--- config.mk ---
export PLATFORM = sky130hd
export DESIGN_NAME = uart_tx
export DESIGN_NICKNAME = d
export VERILOG_FILES = /design/src/rtl/uart_tx.sv
export SDC_FILE = /design/constraint.sdc
export NUM_CORES = 1
export LEC_CHECK = 0
export ABC_AREA = 1
export CAP_MARGIN = 20
export CORE_ASPECT_RATIO = 1.4
export CORE_MARGIN = 2
export CORE_UTILIZATION = 30
export CTS_BUF_LIST = sky130_fd_sc_hd__clkbuf_4 sky130_fd_sc_hd__clkbuf_8
export DETAILED_ROUTE_END_ITERATION = 10
export DONT_BUFFER_PORTS = 1
export GPL_TIMING_DRIVEN = 0
export HOLD_SLACK_MARGIN = 0.02
export PLACE_DENSITY = 0.44
export SLEW_MARGIN = 20
export SYNTH_ARGS = -nofsm -noshare
export SYNTH_HDL_FRONTEND = slang
export SYNTH_SLANG_ARGS = --single-unit
--- constraint.sdc ---
create_clock -name clk -period 1.8 [get_ports clk]
set_input_delay 0.36 -clock clk [delete_from_list [all_inputs] [get_ports clk]]
set_output_delay 0.36 -clock clk [all_outputs]
set_load 0.02 [all_outputs]
--- src/rtl/uart_tx.sv ---
// uart_tx: byte-wide UART transmitter, start / LSB-first data / optional parity / stop, timed by tick_16x.
// Define UART_TX_FIFO_EN to place a FIFO_DEPTH-entry holding FIFO between the handshake and the shifter.
module uart_tx #(
  parameter int DATA_BITS  = 8,
  parameter int OS_RATE    = 16,
  parameter int STOP_BITS  = 1,
  parameter int PARITY_ODD = 1,
  parameter int FIFO_DEPTH = 4
) (
  input  logic                 clk,
  input  logic                 reset,
  input  logic                 tick_16x,
  input  logic                 parity_enable,
  input  logic [DATA_BITS-1:0] tx_data,
  input  logic                 tx_valid,
  output logic                 tx_ready,
  output logic                 tx_pin,
  output logic                 tx_busy,
  output logic                 tx_done
);

  localparam int OS_W  = (OS_RATE > 1) ? $clog2(OS_RATE) : 1;
  localparam int BIT_W = (DATA_BITS > 1) ? $clog2(DATA_BITS) : 1;
  localparam logic [OS_W-1:0]  OS_LAST   = OS_W'(OS_RATE - 1);
  localparam logic [BIT_W-1:0] DATA_LAST = BIT_W'(DATA_BITS - 1);
  localparam logic [BIT_W-1:0] STOP_LAST = BIT_W'(STOP_BITS - 1);
  localparam logic             PAR_ODD   = (PARITY_ODD != 0);

  if (STOP_BITS < 1 || STOP_BITS > 2 || FIFO_DEPTH < 2 ||
      (FIFO_DEPTH & (FIFO_DEPTH - 1)) != 0) begin : g_param_err
    $error("uart_tx: STOP_BITS must be 1 or 2 and FIFO_DEPTH a power of two >= 2");
  end

  typedef enum logic [2:0] {IDLE, START, DATA, PARITY, STOP} state_t;

  state_t               state_q;
  logic [OS_W-1:0]      os_count_q;
  logic [BIT_W-1:0]     bit_idx_q;
  logic [DATA_BITS-1:0] shift_q;
  logic [DATA_BITS-1:0] shift_d;
  logic                 par_en_q;
  logic                 par_bit_q;
  logic                 tx_pin_q;
  logic                 tx_busy_q;
  logic                 tx_done_q;
  logic                 idle_q;
  logic                 bit_end;

  // Frame source for the shifter: either the live handshake or the FIFO head.
  logic                 ld_valid;
  logic [DATA_BITS-1:0] ld_data;
  logic                 ld_par_en;

`ifdef UART_TX_FIFO_EN
  localparam int AW = (FIFO_DEPTH > 2) ? $clog2(FIFO_DEPTH) : 1;

  logic [DATA_BITS:0] mem_q [FIFO_DEPTH];
  logic [AW-1:0]      wr_ptr_q;
  logic [AW-1:0]      rd_ptr_q;
  logic [AW:0]        count_q;
  logic               push;
  logic               pop;
  logic               full;
  logic               empty;

  assign full     = (count_q == (AW+1)'(FIFO_DEPTH));
  assign empty    = (count_q == '0);
  assign push     = tx_valid && !full;
  assign pop      = idle_q && !empty;
  assign tx_ready = !full;
  assign ld_valid = pop;
  assign {ld_par_en, ld_data} = mem_q[rd_ptr_q];

  always_ff @(posedge clk) begin
    if (push) begin
      mem_q[wr_ptr_q] <= {parity_enable, tx_data};
    end
  end

  always_ff @(posedge clk) begin
    if (reset) begin
      wr_ptr_q <= '0;
      rd_ptr_q <= '0;
      count_q  <= '0;
    end else begin
      if (push) begin
        wr_ptr_q <= wr_ptr_q + AW'(1);
      end
      if (pop) begin
        rd_ptr_q <= rd_ptr_q + AW'(1);
      end
      case ({push, pop})
        2'b10:   count_q <= count_q + (AW+1)'(1);
        2'b01:   count_q <= count_q - (AW+1)'(1);
        default: count_q <= count_q;
      endcase
    end
  end
`else
  assign tx_ready  = idle_q;
  assign ld_valid  = tx_valid && idle_q;
  assign ld_data   = tx_data;
  assign ld_par_en = parity_enable;
`endif

  assign bit_end = tick_16x && (os_count_q == OS_LAST);
  assign shift_d = shift_q >> 1;

  always_ff @(posedge clk) begin
    if (reset) begin
      state_q    <= IDLE;
      os_count_q <= '0;
      bit_idx_q  <= '0;
      shift_q    <= '0;
      par_en_q   <= 1'b0;
      par_bit_q  <= 1'b0;
      tx_pin_q   <= 1'b1;
      tx_busy_q  <= 1'b0;
      tx_done_q  <= 1'b0;
      idle_q     <= 1'b1;
    end else begin
      tx_done_q <= 1'b0;
      // A tick arriving together with the load is deliberately not counted.
      if (state_q != IDLE && tick_16x) begin
        os_count_q <= bit_end ? '0 : os_count_q + OS_W'(1);
      end
      case (state_q)
        IDLE: begin
          if (ld_valid) begin
            shift_q    <= ld_data;
            par_en_q   <= ld_par_en;
            par_bit_q  <= (^ld_data) ^ PAR_ODD;
            os_count_q <= '0;
            bit_idx_q  <= '0;
            tx_pin_q   <= 1'b0;
            tx_busy_q  <= 1'b1;
            idle_q     <= 1'b0;
            state_q    <= START;
          end
        end
        START: begin
          if (bit_end) begin
            tx_pin_q <= shift_q[0];
            state_q  <= DATA;
          end
        end
        DATA: begin
          if (bit_end) begin
            if (bit_idx_q == DATA_LAST) begin
              bit_idx_q <= '0;
              if (par_en_q) begin
                tx_pin_q <= par_bit_q;
                state_q  <= PARITY;
              end else begin
                tx_pin_q <= 1'b1;
                state_q  <= STOP;
              end
            end else begin
              shift_q   <= shift_d;
              tx_pin_q  <= shift_d[0];
              bit_idx_q <= bit_idx_q + BIT_W'(1);
            end
          end
        end
        PARITY: begin
          if (bit_end) begin
            tx_pin_q <= 1'b1;
            state_q  <= STOP;
          end
        end
        STOP: begin
          if (bit_end) begin
            if (bit_idx_q == STOP_LAST) begin
              bit_idx_q <= '0;
              tx_done_q <= 1'b1;
              tx_busy_q <= 1'b0;
              idle_q    <= 1'b1;
              state_q   <= IDLE;
            end else begin
              bit_idx_q <= bit_idx_q + BIT_W'(1);
            end
          end
        end
        default: begin
          tx_pin_q  <= 1'b1;
          tx_busy_q <= 1'b0;
          idle_q    <= 1'b1;
          state_q   <= IDLE;
        end
      endcase
    end
  end

  assign tx_pin  = tx_pin_q;
  assign tx_busy = tx_busy_q;
  assign tx_done = tx_done_q;

endmodule
== Yosys cells after proc, flatten, opt, wreduce, memory -nomap -nowiden ==
Index checks and enable logic that the tools add are counted.

* Output and inout bits: 4
* Bits of input ports: 13
* Logic and storage cells: 85
* Bits in registers: 24

* $add $sub $neg: 2
* Equal/unequal tests: 14
* Reductions and logical operators: 17
* Muxes and demuxes: 38
* Bitwise operators: 4

{| class="wikitable"
|+ Operators with widths
! cell !! count
|-
| $mux W3 || 13
|-
| $mux W8 || 3
|-
| $mux W4 || 4
|-
| $ne A2 B2 Y1 const B || 8
|-
| $pmux W8 S2 || 1
|-
| $pmux W3 S5 || 1
|-
| $mux W1 || 12
|-
| $reduce_and A4 Y1 || 3
|-
| $pmux W3 S3 || 1
|-
| $reduce_xor A8 Y1 || 1
|-
| $reduce_and A7 Y1 || 1
|-
| $eq A3 B2 Y1 const B || 2
|-
| $eq A3 B3 Y1 const B || 2
|-
| $logic_not A3 Y1 || 2
|-
| $pmux W1 S3 || 2
|-
| $reduce_bool A3 Y1 || 2
|-
| $reduce_or A3 Y1 || 2
|-
| $pmux W1 S5 || 1
|-
| $reduce_and A5 Y1 || 1
|-
| $add A4 B1 Y4 const B || 1
|-
| $eq A4 B4 Y1 const B || 1
|-
| $not A1 Y1 || 4
|-
| $add A3 B1 Y3 const B || 1
|-
| $eq A3 B1 Y1 const B || 1
|-
| other kinds (3) || 5
|}

== Logic depth before layout (Yosys ltp) ==
Gate-level depths: netlist (run 1).

* Word-level depth: 6
* Gate-level depth with buffers: 10
* Depth with buffers taken out: 10

== Worst setup path after synthesis (run 1) ==
No wires, ideal clock.

* Path kind: register to register
* Start point: register bit_idx_q[0]
* End point: register tx_pin_q (netlist: tx_pin)
* Data arrival time: 1.212 ns
* Setup time: 0.129 ns
* Path slack: 0.459 ns
* Path buffers: 0
* Stages on the path, launching flop included: 8
* Data required time: 1.671 ns
* Clock period less this slack: 1.341 ns
* Cells stage by stage: dfxtp_1 > ha_1 > ha_1 > or2_2 > nand3_1 > nand3_1 > nand3_1 > nand3_1

* Word-level cells in the longest chain between the ends: 4

{| class="wikitable"
|+ RTL lines
! element !! line !! source
|-
| from (decl) || 38 || <nowiki>logic [BIT_W-1:0] bit_idx_q;</nowiki>
|-
| from (signal assigned) || 161 || <nowiki>bit_idx_q <= bit_idx_q + BIT_W'(1);</nowiki>
|-
| from (signal assigned) || 180 || <nowiki>bit_idx_q <= bit_idx_q + BIT_W'(1);</nowiki>
|-
| $eq A3 B3 Y1 || 149 || <nowiki>if (bit_idx_q == DATA_LAST) begin</nowiki>
|-
| $mux W1 || 149 ||
|-
| $mux W1 || 148 || <nowiki>if (bit_end) begin</nowiki>
|-
| $pmux W1 S5 || 127 || <nowiki>case (state_q)</nowiki>
|-
| to (signal assigned) || 143 || <nowiki>tx_pin_q <= shift_q[0];</nowiki>
|-
| to (signal assigned) || 152 || <nowiki>tx_pin_q <= par_bit_q;</nowiki>
|-
| to (signal assigned) || 160 || <nowiki>tx_pin_q <= shift_d[0];</nowiki>
|-
| to (decl) || 43 || <nowiki>logic tx_pin_q;</nowiki>
|}

No other way between the ends. The select of a mux whose other input is x is not followed.
A chain may end at the register's enable or synchronous reset.

== Final worst setup path (run 1) ==
* Start point: register bit_idx_q[1]
* End point: register state_q[0]

* Word-level cells in the longest chain between the ends: 3
* Elaborated cells on any way between the ends: 5

{| class="wikitable"
|+ RTL lines
! element !! line !! source
|-
| $eq A3 B3 Y1 or $logic_not A3 Y1 (tied branches) || 149, 173 ||
|-
| $ne A2 B2 Y1 (no source line) || -- ||
|-
| $reduce_and A7 Y1 (no source line) * || -- ||
|-
| to (signal assigned) || 144 || <nowiki>state_q <= DATA;</nowiki>
|-
| to (signal assigned) || 153 || <nowiki>state_q <= PARITY;</nowiki>
|-
| to (signal assigned) || 156 || <nowiki>state_q <= STOP;</nowiki>
|-
| to (decl) || 36 || <nowiki>state_t state_q;</nowiki>
|}

Mark *: on every way between the ends. The rest lies on a longest branch, timed or not.

==> summary.txt, run 1 <==
Timing
  • RSZ-0062 raised after global routing: no
  • Tmin final: 1.542 ns
  • Fmax: 648.5 MHz
  • Count of final setup violators: 0
  • Hold Vio Cnt, Final: 0
  • Slew @ Worst Pin: 0.5408 ns
  • Final Slew Violations: 0
  • Skew final: 0.007714 ns
  • Setup TNS: 0 ns
  • Final worst path period share: 0.8566
  • Relative slew slack: 0.6395

Floorplanning
  • Die width: 64.21 um
  • Initial core utilization: 0.3121
  • Core area: 4880 um2
  • Die Area: 5669 um2
  • Die Y: 88.30 um
  • IO Pins: 17
  • # rows: 30

Placement
  • Placed cell count: 296
  • Post-DP Area: 1603 um2
  • Hpwl dp: 2.887 mm
  • Gpl congestion: 0.8261
  • IO Port Bufs: 0

Cells and area
  • # nets final: 254
  • Ant diodes: 0
  • Fin cells: 300
  • Design area: 1658 um2
  • Fraction of layout cells with a size suffix above 1: 0.1356
  • Area delta synth->final: 8.874%
  • Fillers: 582

Clocking
  • TritonCTS Sinks: 24
  • Worst-Skew Late Latency: 0.27 ns
  • Max Root-Sink Buffers: 2
  • Clk pin slew, worst setup/hold paths: 0.09 ns
  • Post-CTS Setup Bufs: 0
  • CTS tree: done
  • Cts hold-fix bufs: 0
  • Post_cts resized: 0
  • Htree depth: 1
  • CTS Root Cell: clkbuf_8
  • Total CTS buffers: 3

Logic synthesis
  • Area contributors post-synth: dfxtp_1, nand2_1, nor2_1
  • Area of the mapped netlist: 1523 um2
  • Synth Flop Type: dfxtp_1
  • Synthesized net count: 249
  • Post-synthesis register bit count: 24
  • Post-Syn Area per Cell: 6.563 um2
  • Post-synth EDFFs: 0
  • Register area share after synthesis: 0.3155
  • Unique masters post-synth: 29
  • Synth top area share: 0.3155
  • Largest area contributor in the netlist: dfxtp_1
  • Synth async-reset ratio: 0
  • Ys Warns: 0
  • Mapped Cells: 232

Critical path
  • Cells along the critical path: ha_1 > ha_1 > inv_1 > nand3_1 > nand2_1 > nor2_1 > nand3_1 > nand2_1 > nor2_1
  • WP buf/inv: 1
  • CP max-delay cell: dfxtp_1
  • Critical Path Sink Type: flip-flop
  • Worst-path fanout max: 3
  • Data required, critical path: 1.97 ns
  • Critical Path AT: 1.71 ns
  • Flop2flop setup slack: 0.26 ns
  • Cell family with most CP delay: simple AND/OR/NAND/NOR gates
  • Max incr delay on CP: 0.37 ns
  • WS Path Type: flip-flop to flip-flop
  • Setup crit start kind: flip-flop

Routing
  • TritonRoute pass-1 iters: 3
  • Drt via density: 4.453
  • Drc violations: 0
  • Drt wl/cell: 11.83 um
  • Remaining antenna violation count: 0
  • Routed wire length: 3.550 mm
  • Via count: 1336
  • Iteration-0 DRC Markers: 19

Power
  • VDD IR-drop max: 514.0 uV
  • Leak Pwr: 0.0007838 uW
  • PD cells: 1593 nW/um2

Global routing
  • Vias in the first global route: 1351
  • Largest net degree at the start of global routing: 14
  • GRT Residual Overflow: 0
  • Antenna violations before repair: 0
  • First-pass GRT wire length: 5.996 mm
  • Total GRT Usage: 0.1373

Flow run
  • Max cap viols: 0

Worst hold path
  • Hold Path Class: primary input to flip-flop

Run status
  • Status: completed
==> flip-flops by register name, indices dropped and copies added, names as in the netlist <==
| name | flops |
|---|---|
| state_q | 3 |
| bit_idx_q | 3 |
| par_bit_q | 1 |
| shift_q | 8 |
| os_count_q | 4 |
| par_en_q | 1 |
| tx_ready | 1 |
| tx_done | 1 |
| tx_busy | 1 |
| tx_pin | 1 |
==> stage by stage <==
step	setup slack [ns]	hold slack, ns	power (uW)	util
floorplan	0.4591	0.4291	2001	-
global placement	0.2665	0.4346	2302	0.3285
detailed placement	0.2891	0.4336	2305	0.3285
CTS	0.2630	0.1399	2693	0.3397
global route	0.07137	0.1334	2919	0.3397
finish	0.2581	0.1426	2641	0.3397
==> placed cells by master (no fill, tap or decap) <==
cell       n
clkinv_4   1
nand2_2    4
nor2_1    33
inv_4      1
nor3_1     3
nand3_1   18
nor2_4     5
nand3_4    1
nor2_2     5
xor2_1     4
o22ai_1    1
nand2_1   62
inv_1     22
clkinv_1   1
inv_2      5
ha_1       4
o21ai_0   14
nor3_2     1
or2_1      1
a21oi_1    7
clkbuf_1   1
xnor2_1    3
nor4_1     1
dfxtp_1   24
nand2_4    3
or2_2      1
o211ai_1   2
o21ai_1    3
clkbuf_8   4
buf_6      1
==> synthesized netlist by cell type (4+ instances only) <==
master   count
nand2_1     62
nor2_1      33
dfxtp_1     24
inv_1       22
nand3_1     18
o21ai_0     14
a21oi_1      7
inv_2        5
nor2_2       5
nor2_4       5
ha_1         4
nand2_2      4
xor2_1       4
==> cell type report <==
cell class / instances / area [um2] / share of cell area
Multi-Input combinational cell: 176 / 907.1 / 0.5472
Sequential cell: 24 / 480.5 / 0.2898
Inverter: 30 / 120.1 / 0.07245
Tap cell: 64 / 80.08 / 0.04830
Clock buffer: 4 / 55.05 / 0.03321
Buffer: 2 / 15.01 / 0.009057
==> path summary, 6_finish.rpt <==
path | cells after the start | to | start
worst min-delay path | 1 | tx_busy | reset
worst min register to register | 2 | os_count_q[3] | os_count_q[3]
worst max-delay path | 9 | state_q[0] | bit_idx_q[1]
worst max register to register | 9 | state_q[0] | bit_idx_q[1]
==> cell families after synthesis <==
kind of cell,synth area share
buffers and inverters,0.08874
DFF,0.3155
adders and majority gates,0.03287
xor gates and xnor gates,0.04026
AOI/OAI and AO/OA,0.09285
and+or+nand+nor,0.4297
==> power breakdown <==
part	internal [uW]	switching, uW	leakage (uW)
combinational	467	874	0.000557
clock	195	181	0.0000288
sequential	730	193	0.000198
total	1390	1250	0.000784
==> worst reg2reg max path: stages, from the launching register on <==
cell and delay, ns:
dfxtp_1 0.37, ha_1 0.17, ha_1 0.21, inv_1 0.05, nand3_1 0.12, nand2_1 0.11
nor2_1 0.20, nand3_1 0.11, nand2_1 0.07, nor2_1 0.04
==> per-layer routing <==
metal,global-route usage,vias up,share of wire
met5,0,-,0
met4,0.05609,0,0.011
met3,0.01908,2,0.022
met2,0.2727,11,0.54
met1,0.1431,588,0.43
li1,-,735,-
Note: power is estimated with default switching activity, not from simulation.
==> run 2, diff against run 1 <==
Settings changed: RECOVER_POWER set to 50, SKIP_LAST_GASP set to 1.
==> run 2 against run 1 <==
Effect of this change: first-iteration DRC count grew 37%; sequential cell count is the same; wire length is the same; count of clock-buffer cells in the layout is the same; critical path depth shrank 1; register-to-register slack lost 0.03 ns; power shrank 0.65%; fmax shrank 1.8%; clock power is essentially flat; sequential share of layout area grew 0.18 points; sequential power is essentially flat.
==> summary.txt, run 2 (synthesized netlist as in run 1, its figures left out) <==
Routing
  • Drt wl/cell: 11.83 um (unchanged)
  • Via count: 1336 (unchanged)
  • Iteration-0 DRC Markers: 26 (was 19)
  • Remaining antenna violation count: 0 (unchanged)
  • TritonRoute pass-1 iters: 3 (unchanged)
  • Routed wire length: 3.550 mm (unchanged)
  • Drt via density: 4.453 (unchanged)
  • Drc violations: 0 (unchanged)

Power
  • Switch Pwr: 1238 uW (was 1248 uW)
  • Clk network pwr share: 0.143 (about the same)
  • Logic gate share of total power: 0.505 (was 0.508)
  • Sequential share of power: 0.352 (was 0.350)
  • Internal: 1386 uW (was 1393 uW)
  • Leak Pwr: 0.0007839 uW (was 0.0007838 uW)
  • Switching part of the total: 0.4717 (was 0.4726)
  • VDD IR-drop max: 514.0 uV (about the same)
  • Total Power: 2624 uW (was 2641 uW)
  • PD cells: 1592 nW/um2 (was 1593 nW/um2)

Critical path
  • Cells along the critical path: nor2_4 > nand2_1 > nor2_1 > inv_2 > nand2_1 > inv_1 > o211ai_1 > inv_1 (was ha_1 > ha_1 > inv_1 > nand3_1 > nand2_1 > nor2_1 > nand3_1 > nand2_1 > nor2_1)
  • Critical Path AT: 1.74 ns (was 1.71 ns)
  • CP max-delay cell: dfxtp_1 (unchanged)
  • CP Capture Point: os_count_q[0] (was state_q[0])
  • RR Startpoint: state_q[1] (was bit_idx_q[1])
  • FF-to-FF path depth: 8 (was 9)
  • Max incr delay on CP: 0.40 ns (was 0.37 ns)
  • Worst-path fanout max: 6 (was 3)
  • WS Path Type: flip-flop to flip-flop (unchanged)
  • Crit path depth: 8 (was 9)
  • Critical Path Sink Type: flip-flop (unchanged)
  • Critical path origin: state_q[1] (was bit_idx_q[1])
  • Cell family with most CP delay: simple AND/OR/NAND/NOR gates (unchanged)
  • WP buf/inv: 3 (was 1)
  • Setup crit start kind: flip-flop (unchanged)
  • Data required, critical path: 1.97 ns (about the same)
  • Reg2reg end: os_count_q[0] (was state_q[0])
  • Flop2flop setup slack: 0.23 ns (was 0.26 ns)

Placement
  • Hpwl dp: 2.887 mm (unchanged)
  • IO Port Bufs: 0 (unchanged)
  • Gpl congestion: 0.8261 (unchanged)

Worst hold path
  • Hold Path Class: primary input to flip-flop (unchanged)

Global routing
  • Met3 Track Usage GR: 0.01908 (unchanged)
  • First-pass GRT wire length: 5.996 mm (unchanged)
  • GR Util met1: 0.1431 (unchanged)
  • Largest net degree at the start of global routing: 14 (unchanged)
  • Vias in the first global route: 1351 (unchanged)
  • M2 GR Usage: 0.2727 (unchanged)
  • Top Usage Layer GRT: met2 (unchanged)
  • GRT Residual Overflow: 0 (unchanged)
  • Total GRT Usage: 0.1373 (unchanged)
  • Antenna violations before repair: 0 (unchanged)

Timing
  • Setup TNS: 0 ns (unchanged)
  • Count of final setup violators: 0 (unchanged)
  • Relative slew slack: 0.6396 (was 0.6395)
  • Tmin final: 1.570 ns (was 1.542 ns)
  • Hold Vio Cnt, Final: 0 (unchanged)
  • Final worst path period share: 0.8724 (was 0.8566)
  • Slew @ Worst Pin: 0.5406 ns (was 0.5408 ns)
  • Fmax: 636.8 MHz (was 648.5 MHz)
  • Final Slew Violations: 0 (unchanged)
  • RSZ-0062 raised after global routing: no (unchanged)
  • Skew final: 0.007676 ns (was 0.007714 ns)

Cells and area
  • Area delta synth->final: 8.217% (was 8.874%)
  • Final Core Density: 0.3377 (was 0.3397)
  • # nets final: 254 (unchanged)
  • Largest regs: shift_q: 8 flops, os_count_q: 4 flops (unchanged)
  • Commonest non-fill, non-tap cell in the layout: nand2_1 (unchanged)
  • Max reg flops: 8 (unchanged)
  • Fraction of layout cells with a size suffix above 1: 0.1186 (was 0.1356)
  • Ant diodes: 0 (unchanged)
  • Highest-count cells in the layout ignoring fill and taps: nand2_1, nor2_1, dfxtp_1 (unchanged)
  • Largest reg by FF count: shift_q (unchanged)

Floorplanning
  • Die width: 64.21 um (unchanged)
  • IO Pins: 17 (unchanged)
  • Die Area: 5669 um2 (unchanged)
  • Initial core utilization: 0.3121 (unchanged)
  • Die Y: 88.30 um (unchanged)
  • # rows: 30 (unchanged)
  • Core area: 4880 um2 (unchanged)

Clocking
  • Clk pin slew, worst setup/hold paths: 0.09 ns (about the same)
  • CTS Root Cell: clkbuf_8 (unchanged)
  • Cts hold-fix bufs: 0 (unchanged)
  • Htree depth: 1 (unchanged)
  • Total CTS buffers: 3 (unchanged)
  • Worst-Skew Late Latency: 0.27 ns (about the same)
  • Post-CTS Setup Bufs: 0 (unchanged)
  • TritonCTS Sinks: 24 (unchanged)
  • Max Root-Sink Buffers: 2 (unchanged)
  • Post_cts resized: 0 (unchanged)
  • CTS tree: done (unchanged)

Run status
  • Status: completed (unchanged)

Flow run
  • Max cap viols: 0 (unchanged)
[run 2: worst min-delay path by stage]
stage,startpoint,end,slack (ns),cells after the start
after floorplan,reset,tx_busy,0.43,1
after global placement,reset,tx_busy,0.43,1
after detailed placement,reset,tx_busy,0.43,1
after CTS,reset,tx_busy,0.14,1
after global routing,reset,tx_busy,0.13,1
final,reset,tx_busy,0.14,1
[run 2: metrics by stage]
step                cell area (um2)  instances  setup slack (ns)  hold WS, ns
global placement               1603        296            0.2665       0.4346
detailed placement             1603        296            0.2891       0.4336
floorplan                      1523        232            0.4591       0.4291
finish                         1648        300            0.2297       0.1426
CTS                            1658        300            0.2630       0.1399
global route                   1648        300           0.05235       0.1334
[run 2: area by class of cell]
| type | count | area [um2] |
|---|---|---|
| plain buffers | 2 | 15.01 |
| clock buffers | 4 | 55.05 |
| fillers | 584 | 3232 |
| inverters | 30 | 120.1 |
| multi-input cells | 176 | 897.1 |
| flip-flops and latches | 24 | 480.5 |
| well taps | 64 | 80.08 |
[run 2: routing by layer]
metal | routed length (um) | part of all wire
met1 | 1529 | 0.43
met2 | 1903 | 0.54
met3 | 77 | 0.022
met4 | 40 | 0.011
met5 | 0 | 0
[run 2: worst reg2reg max path, cell delays in order (launching register included)]
cell and delay, ns:
dfxtp_1 0.40, nor2_4 0.24, nand2_1 0.17, nor2_1 0.28, inv_2 0.10, nand2_1 0.07
inv_1 0.07, o211ai_1 0.09, inv_1 0.06
[run 2: power by group through the flow]
stage,logic (uW),clock network [uW],registers [uW]
after CTS,1370,398,929
after global placement,1360,0,941
after global routing,1530,420,955
final,1320,376,922
after floorplan,1100,0,901
after detailed placement,1360,0,942
